[config.mk]
export PLATFORM = sky130hd
export DESIGN_NAME = spi_cmd_sequencer
export DESIGN_NICKNAME = d
export VERILOG_FILES = /design/src/rtl/spi_seq_pkg.sv /design/src/rtl/spi_seq_timer.sv /design/src/rtl/spi_cmd_sequencer.sv
export SDC_FILE = /design/constraint.sdc
export NUM_CORES = 1
export LEC_CHECK = 0
export BUFFER_PORTS_ARGS = -buffer_cell sky130_fd_sc_hd__buf_2
export CAP_MARGIN = 20
export CORE_ASPECT_RATIO = 1.75
export CORE_MARGIN = 2
export CORE_UTILIZATION = 52
export CTS_CLUSTER_DIAMETER = 40
export CTS_CLUSTER_SIZE = 28
export DETAILED_ROUTE_END_ITERATION = 8
export GPL_TIMING_DRIVEN = 0
export PLACE_DENSITY = 0.79
export SETUP_SLACK_MARGIN = 0.5
export SYNTH_ARGS = -nofsm -noshare
export SYNTH_HDL_FRONTEND = slang
export SYNTH_SLANG_ARGS = --single-unit
[constraint.sdc]
create_clock -name clk -period 2 [get_ports clk]
set_input_delay 0.2 -clock clk [delete_from_list [all_inputs] [get_ports clk]]
set_output_delay 0.2 -clock clk [all_outputs]
set_load 0.1 [all_outputs]
[src/rtl/spi_seq_pkg.sv]
// Shared types and field layout for the SPI command sequencer.
// SPI_SEQ_GAP_EN adds the GAP state (inter-command idle time).
package spi_seq_pkg;

  localparam int unsigned CMD_W      = 24;
  localparam int unsigned CMD_ADDR_W = 16;
  localparam int unsigned CMD_DATA_W = 8;

  // Field bit positions inside a command word.
  localparam int unsigned CMD_ADDR_MSB = 23;
  localparam int unsigned CMD_ADDR_LSB = 8;
  localparam int unsigned CMD_DATA_MSB = 7;
  localparam int unsigned CMD_DATA_LSB = 0;

  typedef enum logic [2:0] {
    StIdle,
    StRstAssert,
    StRstWait,
    StFetch,
    StLatch,
    StPresent,
    StDone
`ifdef SPI_SEQ_GAP_EN
    ,
    StGap
`endif
  } seq_state_e;

endpackage

[src/rtl/spi_seq_timer.sv]
// Loadable down-counter shared by the timed sequencer states.
// Holds at zero once it gets there; zero flag is decoded from the count.
module spi_seq_timer #(
  parameter int unsigned Width = 8
) (
  input  logic             clk,
  input  logic             reset,
  input  logic             load,
  input  logic [Width-1:0] load_val,
  output logic             zero
);

  logic [Width-1:0] count;

  // Load on state entry, otherwise count down and stop at zero.
  always_ff @(posedge clk or posedge reset) begin
    if (reset) begin
      count <= '0;
    end else if (load) begin
      count <= load_val;
    end else if (count != '0) begin
      count <= count - 1'b1;
    end
  end

  assign zero = (count == '0);

endmodule

[src/rtl/spi_cmd_sequencer.sv]
// RF-chip power-up sequencer: pulses xreset, waits for the chip, then streams
// NUM_CMDS command words from an external synchronous ROM over valid/ready.
// Define SPI_SEQ_GAP_EN to insert GAP_CYCLES idle cycles between commands.
module spi_cmd_sequencer
  import spi_seq_pkg::*;
#(
  parameter int unsigned NUM_CMDS     = 368,
  parameter int unsigned RESET_CYCLES = 2000,
  parameter int unsigned READY_WAIT   = 200,
  parameter int unsigned GAP_CYCLES   = 8,
  localparam int unsigned IdxW = (NUM_CMDS > 1) ? $clog2(NUM_CMDS) : 1
) (
  input  logic             clk,
  input  logic             reset,
  input  logic             start,
  output logic             xreset,
  output logic [IdxW-1:0]  rom_addr,
  input  logic [CMD_W-1:0] rom_data,
  output logic             cmd_valid,
  output logic [CMD_W-1:0] cmd_data,
  input  logic             cmd_ready,
  output logic             busy,
  output logic             done
);

  localparam int unsigned MaxRw  = (RESET_CYCLES > READY_WAIT) ? RESET_CYCLES : READY_WAIT;
  localparam int unsigned MaxCyc = (MaxRw > GAP_CYCLES) ? MaxRw : GAP_CYCLES;
  localparam int unsigned CntW   = $clog2(MaxCyc + 1);

  localparam logic [CntW-1:0] RstLoad  = CntW'(RESET_CYCLES - 1);
  localparam logic [CntW-1:0] WaitLoad = CntW'(READY_WAIT - 1);
`ifdef SPI_SEQ_GAP_EN
  localparam logic [CntW-1:0] GapLoad  = CntW'((GAP_CYCLES > 0) ? GAP_CYCLES - 1 : 0);
`endif
  localparam logic [IdxW-1:0] LastIdx  = IdxW'(NUM_CMDS - 1);

  seq_state_e      state;
  logic [IdxW-1:0] idx;
  logic            tmr_load;
  logic [CntW-1:0] tmr_val;
  logic            tmr_zero;
  logic            last_cmd;
  logic            start_ok;

  assign last_cmd = (idx == LastIdx);
  assign start_ok = start && ((state == StIdle) || (state == StDone));
  assign rom_addr = idx;

  // Timer reload on entry to each timed state.
  always_comb begin
    tmr_load = 1'b0;
    tmr_val  = '0;
    if (start_ok) begin
      tmr_load = 1'b1;
      tmr_val  = RstLoad;
    end else if ((state == StRstAssert) && tmr_zero) begin
      tmr_load = 1'b1;
      tmr_val  = WaitLoad;
`ifdef SPI_SEQ_GAP_EN
    end else if ((state == StPresent) && cmd_ready && !last_cmd && (GAP_CYCLES > 0)) begin
      tmr_load = 1'b1;
      tmr_val  = GapLoad;
`endif
    end
  end

  spi_seq_timer #(
    .Width (CntW)
  ) u_timer (
    .clk      (clk),
    .reset    (reset),
    .load     (tmr_load),
    .load_val (tmr_val),
    .zero     (tmr_zero)
  );

  // Sequencer FSM; every output is registered alongside the state.
  always_ff @(posedge clk or posedge reset) begin
    if (reset) begin
      state     <= StIdle;
      xreset    <= 1'b0;
      cmd_valid <= 1'b0;
      cmd_data  <= '0;
      idx       <= '0;
      busy      <= 1'b0;
      done      <= 1'b0;
    end else begin
      case (state)
        StIdle, StDone: begin
          if (start) begin
            state  <= StRstAssert;
            xreset <= 1'b0;
            idx    <= '0;
            busy   <= 1'b1;
            done   <= 1'b0;
          end
        end
        StRstAssert: begin
          if (tmr_zero) begin
            state  <= StRstWait;
            xreset <= 1'b1;
          end
        end
        StRstWait: begin
          if (tmr_zero) begin
            state <= StFetch;
          end
        end
        // ROM samples rom_addr at the end of this cycle.
        StFetch: begin
          state <= StLatch;
        end
        StLatch: begin
          cmd_data  <= rom_data;
          cmd_valid <= 1'b1;
          state     <= StPresent;
        end
        StPresent: begin
          if (cmd_ready) begin
            cmd_valid <= 1'b0;
            if (last_cmd) begin
              state <= StDone;
              busy  <= 1'b0;
              done  <= 1'b1;
            end else begin
              idx <= idx + 1'b1;
`ifdef SPI_SEQ_GAP_EN
              state <= (GAP_CYCLES > 0) ? StGap : StFetch;
`else
              state <= StFetch;
`endif
            end
          end
        end
`ifdef SPI_SEQ_GAP_EN
        StGap: begin
          if (tmr_zero) begin
            state <= StFetch;
          end
        end
`endif
        default: begin
          state <= StIdle;
        end
      endcase
    end
  end

endmodule

== Word level (Yosys, flattened, before mapping) ==
Index checks and enable logic that the tools add are counted.

* Register bits after elaboration: 51
* Bits of input ports: 28
* Output and inout bits: 37
* Word-level logic and storage cells: 67

* Add/subtract/negate cells: 2
* Eq/ne operators: 13
* Mux-type cells: 28
* Reductions and logical operators: 16

{| class="wikitable"
|+ Operator list
! operator !! number
|-
| $mux 11 || 3
|-
| $mux 9 || 3
|-
| $pmux 3 s6 || 1
|-
| $pmux 9 s2 || 1
|-
| $mux 3 || 5
|-
| $ne 2x2->1 const B || 6
|-
| $reduce_and 4->1 || 3
|-
| $logic_not 11->1 || 1
|-
| $reduce_bool 11->1 || 1
|-
| $sub 11x1->11 const B || 1
|-
| $mux 1 || 10
|-
| $add 9x1->9 const B || 1
|-
| $eq 3x3->1 const B || 3
|-
| $eq 9x9->1 const B || 1
|-
| $mux 8 || 1
|-
| $pmux 1 s2 || 4
|-
| $reduce_bool 2->1 || 4
|-
| $eq 3x2->1 const B || 2
|-
| $eq 3x1->1 const B || 1
|-
| $logic_not 3->1 || 1
|-
| $reduce_and 3->1 || 1
|-
| $logic_and 1x1->1 || 2
|-
| $reduce_and 2->1 || 1
|-
| $reduce_or 2->1 || 1
|-
| $logic_or 1x1->1 || 1
|}

== Logic depth before layout (Yosys ltp) ==
* Word-level depth: 5
* Mapped depth: 7
* Depth with buffers taken out: 6

== Cells and area by module ==
From an unflattened synthesis, not the netlist that was laid out.

* Cell total of the unflattened synthesis: 212
* Area, all modules: 2476.1 sq um

{| class="wikitable"
|+ Modules (own cells, without submodules)
! module !! instances !! cells an instance !! area an instance (sq um) !! seq. area each (sq um)
|-
| spi_cmd_sequencer || 1 || 149 || 1851.8 || 1001.0
|-
| spi_seq_timer || 1 || 63 || 624.3 || 275.3
|}

== Worst setup path after synthesis ==
OpenSTA, ideal clock, no wires.

* Path type: reg2reg
* Start point: register idx[0], in the netlist rom_addr[0]
* End point: register idx[1], in the netlist rom_addr[1]
* Library setup time: 0.121 ns
* Arrival: 2.276 ns
* Required time: 1.879 ns
* Path slack: -0.397 ns
* Cell stages (with the launch flop): 7
* Path buffers: 1
* Clock period less this slack: 2.397 ns
* Cell sequence: dfrtp_1 ha_1 nand3_1 or3_1 clkbuf_1 and3_1 a31o_1

* Longest elaborated chain between the ends: 4
* Elaborated cells between the ends (all ways): 7
* Classes of those cells: add/sub: 1; eq/ne: 2; mux: 3; reduce/logical: 1

{| class="wikitable"
|+ Ends and longest elaborated chain
! what !! RTL line !! text
|-
| from (decl) || spi_cmd_sequencer.sv:38 || <nowiki>logic [IdxW-1:0] idx;</nowiki>
|-
| from (signal assigned) || spi_cmd_sequencer.sv:126 || <nowiki>idx <= idx + 1'b1;</nowiki>
|-
| $add 9x1->9 || spi_cmd_sequencer.sv:126 ||
|-
| $mux 9 || spi_cmd_sequencer.sv:121 || <nowiki>if (last_cmd) begin</nowiki>
|-
| $mux 9 || spi_cmd_sequencer.sv:119 || <nowiki>if (cmd_ready) begin</nowiki>
|-
| $pmux 9 s2 || spi_cmd_sequencer.sv:88 || <nowiki>case (state)</nowiki>
|}

Parallel ways exist; a longest one is shown, timed or not. The select of a mux whose other input is x is not followed.
A chain may end at the register's enable or synchronous reset.

== Worst setup path after layout ==
* Start point: register u_timer.count[1]
* End point: register u_timer.count[5]

* Longest elaborated chain between the ends: 5
* Elaborated cells between the ends (all ways): 9
* Classes of those cells: add/sub: 1; mux: 4; reduce/logical: 4

{| class="wikitable"
|+ Ends and longest elaborated chain
! what !! RTL line !! text
|-
| from (decl) || spi_seq_timer.sv:13 || <nowiki>logic [Width-1:0] count;</nowiki>
|-
| from (signal assigned) || spi_seq_timer.sv:20 || <nowiki>count <= load_val;</nowiki>
|-
| from (signal assigned) || spi_seq_timer.sv:22 || <nowiki>count <= count - 1'b1;</nowiki>
|-
| parallel branches: the longest is 5 deep, another holds $sub 11x1->11 || - ||
|}

Several ways; the timed one is not identified. The select of a mux whose other input is x is not followed.

==> flow_summary.json <==
{
  "clk_path_buf_depth": 2,
  "hold_class": "primary input to flop",
  "ioPinCount": 65,
  "diodes": 0,
  "firstDrtPassIters": 5,
  "yosysTopAreaCell": "dfrtp_1",
  "crit_chain": "inv_2, ha_4, nor3b_4, and4_4, buf_6, or4_1, a21oi_1",
  "die_area_um2": 5090,
  "slew_violations": 0,
  "period_share_pct": 88.1,
  "io_buffer_count": 64,
  "synth_top_family_by_area": "simple AND/OR/NAND/NOR gates",
  "crit_type": "flop to flop",
  "ys_ff_latch": 51,
  "max_slew.worst_pin.slew_ns": 0.517,
  "setup_ws_ns": 0.238,
  "synthArstFlopShare_pct": 100,
  "cts_tree": "yes",
  "synth_top_area_share_pct": 54.3,
  "hpwl_um": 3610,
  "fin_util_pct": 81.1,
  "syn_inst": 207,
  "relSlewSlack_pct": 65.8,
  "fmax_mhz": 568,
  "drc": 0,
  "wirelength_um": 7150,
  "syn_avg_cell_area_um2": 11.4,
  "critical_path_required_ns": 2.24,
  "grt_pass1_vias": 2116,
  "cts_max_level": 2,
  "comb_power_share_pct": 62.4,
  "synth_compound_area_share_pct": 9.53,
  "cap_violations": 0,
  "ant_nets": 0,
  "synth_simple_gate_area_share_pct": 17.1,
  "fin_skew_ns": 0.00350,
  "syn_nets": 237,
  "synthTopCellsByCount": "51 x dfrtp_1, 22 x mux2_2, 17 x nand2_1",
  "ys_top_cells_by_area": "dfrtp_1 54%, mux2_2 11%, nand2_1 2.7%, nor2_1 2.4%, a21oi_1 1.9%",
  "switching_share_pct": 55.1,
  "vdd_drop_max_mv": 1.83,
  "ys.flop_type": "dfrtp_1",
  "row_count": 32,
  "cp_slowest_cell": "dfrtp_1",
  "p_leak_nw": 1.67,
  "place_congestion": 0.777,
  "path_clk_slew_ns": 0.09,
  "antenna_found_initial": 0,
  "root_buffer": "clkbuf_8",
  "wl_per_cell_um": 19.3,
  "die_h_um": 92.9,
  "groute.usage.overall_pct": 26.1,
  "startpoint_type": "flop",
  "clockPowerShare_pct": 10.1,
  "synth_area_um2": 2350,
  "grt-ovfl-total": 0,
  "yosysSeqAreaShare_pct": 54.3,
  "synth-edff-count": 0,
  "cts-buffers-inserted": 5,
  "p_per_area_nw_per_um2": 1780,
  "yosysUniqueCellTypes": 52,
  "core_area_um2": 4360,
  "worst_ep_arrival_time_ns": 2.00,
  "critPathMaxFanout": 4,
  "max_stage_delay_ns": 0.44,
  "vias_per_cell": 5.72,
  "clock_sinks": 51,
  "clk_latency_ns": 0.31,
  "die_w_um": 54.8,
  "cp-end-kind": "flop",
  "period_minus_slack_ns": 1.76,
  "drt_iter0_drc": 53,
  "via_count": 2116,
  "finalHoldViolCount": 0,
  "initial_core_util_pct": 53.8,
  "synth_xor_xnor_area_share_pct": 2.24,
  "hold_ws_ns": 0.117,
  "synth.most_common_cell": "dfrtp_1",
  "fin_nets": 348,
  "synthMuxAreaShare_pct": 12.8,
  "grt_start_max_net_pins": 43,
  "synth_fa_ha_area_share_pct": 1.06,
  "grt_pass1_wl_um": 9760,
  "yosysWarnings": 0,
  "switchingPower_w": 0.00347,
  "seq_power_share_pct": 27.5,
  "status": "completed",
  "fillers": 230,
  "finalSetupViolCount": 0,
  "syn2layout_area_growth_pct": 50.6,
  "drive_gt1_share_pct": 60.2,
  "p_total_w": 0.00629,
  "place_ws_ns": 0.307,
  "rsz0062_at_grt": "yes",
  "intPower_w": 0.00282
}
[area by class of cell]
| type | instances | area [µm²] | share of cell area, % |
|---|---|---|---|
| tap | 51 | 63.8 | 1.80 |
| buffer | 10 | 106 | 3.00 |
| multi-input combinational | 142 | 1280 | 36.1 |
| clock buffer | 6 | 82.6 | 2.33 |
| timing repair buffer | 104 | 688 | 19.4 |
| sequential | 51 | 1290 | 36.4 |
| clock inverter | 2 | 16.3 | 0.460 |
| inverter | 4 | 17.5 | 0.495 |
[registers in the layout, indices dropped and copies added (netlist names)]
register / count
cmd_data: 24
cmd_valid: 1
state: 3
u_timer.count: 11
busy: 1
rom_addr: 9
done: 1
xreset: 1
[critical path, delay by kind of cell (launching register included)]
kind	cells	cell delay (ns)
simple gates	3	0.75
flops	1	0.44
compound gates	1	0.15
fa+ha+maj	1	0.16
buf+inv	2	0.20
[cell usage in the layout (no fill, tap or decap), types with 3 or more instances in the layout]
| cell | n |
|---|---|
| buf_4 | 29 |
| nand3_2 | 3 |
| dfrtp_2 | 9 |
| mux2i_1 | 3 |
| or4_1 | 3 |
| nor2_2 | 3 |
| xnor2_1 | 3 |
| buf_6 | 11 |
| clkbuf_8 | 6 |
| nor2_1 | 12 |
| nor3_1 | 3 |
| nand3_1 | 4 |
| dfrtp_1 | 42 |
| buf_2 | 64 |
| nand2_1 | 16 |
| nor3_4 | 3 |
| clkbuf_4 | 3 |
| a21oi_1 | 9 |
| mux2_2 | 6 |
| mux2_4 | 18 |
| o21ai_2 | 3 |
| inv_2 | 3 |
[power groups by stage]
stage / Combinational (W) / Sequential [W] / Clock [W]
floorplan: 0.000800 / 0.00362 / 0
global placement: 0.00319 / 0.00169 / 0
detailed placement: 0.00324 / 0.00171 / 0
CTS: 0.00350 / 0.00169 / 0.000640
global route: 0.00406 / 0.00178 / 0.000670
finish: 0.00392 / 0.00173 / 0.000633
[kinds of logic (layout without fill, tap and decap cells)]
logic type / after synthesis / count (layout)
AO/OA/AOI/OAI: 34 / 34
XOR/XNOR: 6 / 6
adder cells (fa/ha/maj): 2 / 2
buffers and inverters: 14 / 126
flip-flops: 51 / 51
multiplexers: 27 / 27
AND/OR/NAND/NOR: 73 / 73
[per-stage QoR]
| stage | setup TNS (ns) | instance area (µm²) | cells |
|---|---|---|---|
| after global routing | 0 | 3540 | 370 |
| after detailed placement | 0 | 2850 | 323 |
| final | 0 | 3540 | 370 |
| after floorplan | 0 | 2450 | 207 |
| after global placement | -5.17 | 2830 | 322 |
| after CTS | 0 | 3230 | 354 |
[layer usage]
layer  vias to the layer above  GRT usage (%)  share of wire, %
met5                         -              0                 0
met4                         0           11.9               3.5
met3                        21           3.87               4.0
met2                        78           46.2                58
met1                      1049           28.8                35
li1                        968              -                 -
[path summary, 6_finish.rpt]
kind | start | endpoint | slack [ns] | depth (start not counted)
max | u_timer.count[1] | u_timer.count[5] | 0.24 | 7
min | rom_data[22] | cmd_data[22] | 0.12 | 2
max reg2reg | u_timer.count[1] | u_timer.count[5] | 0.24 | 7
min reg2reg | cmd_data[1] | cmd_data[1] | 0.51 | 1
max in group asynchronous | reset | rom_addr[5] | 1.11 | 4
min in group asynchronous | reset | u_timer.count[2] | 0.36 | 3
[timing repair]
action,4_1_cts,5_1_grt
resized for setup,27,47
setup buffers,21,15
gates cloned,1,1
hold buffers,1,0
hold endpoints to repair,9,0
setup endpoints to repair,39,51
pin swaps,16,9
Note: power is estimated with default switching activity, not from simulation.
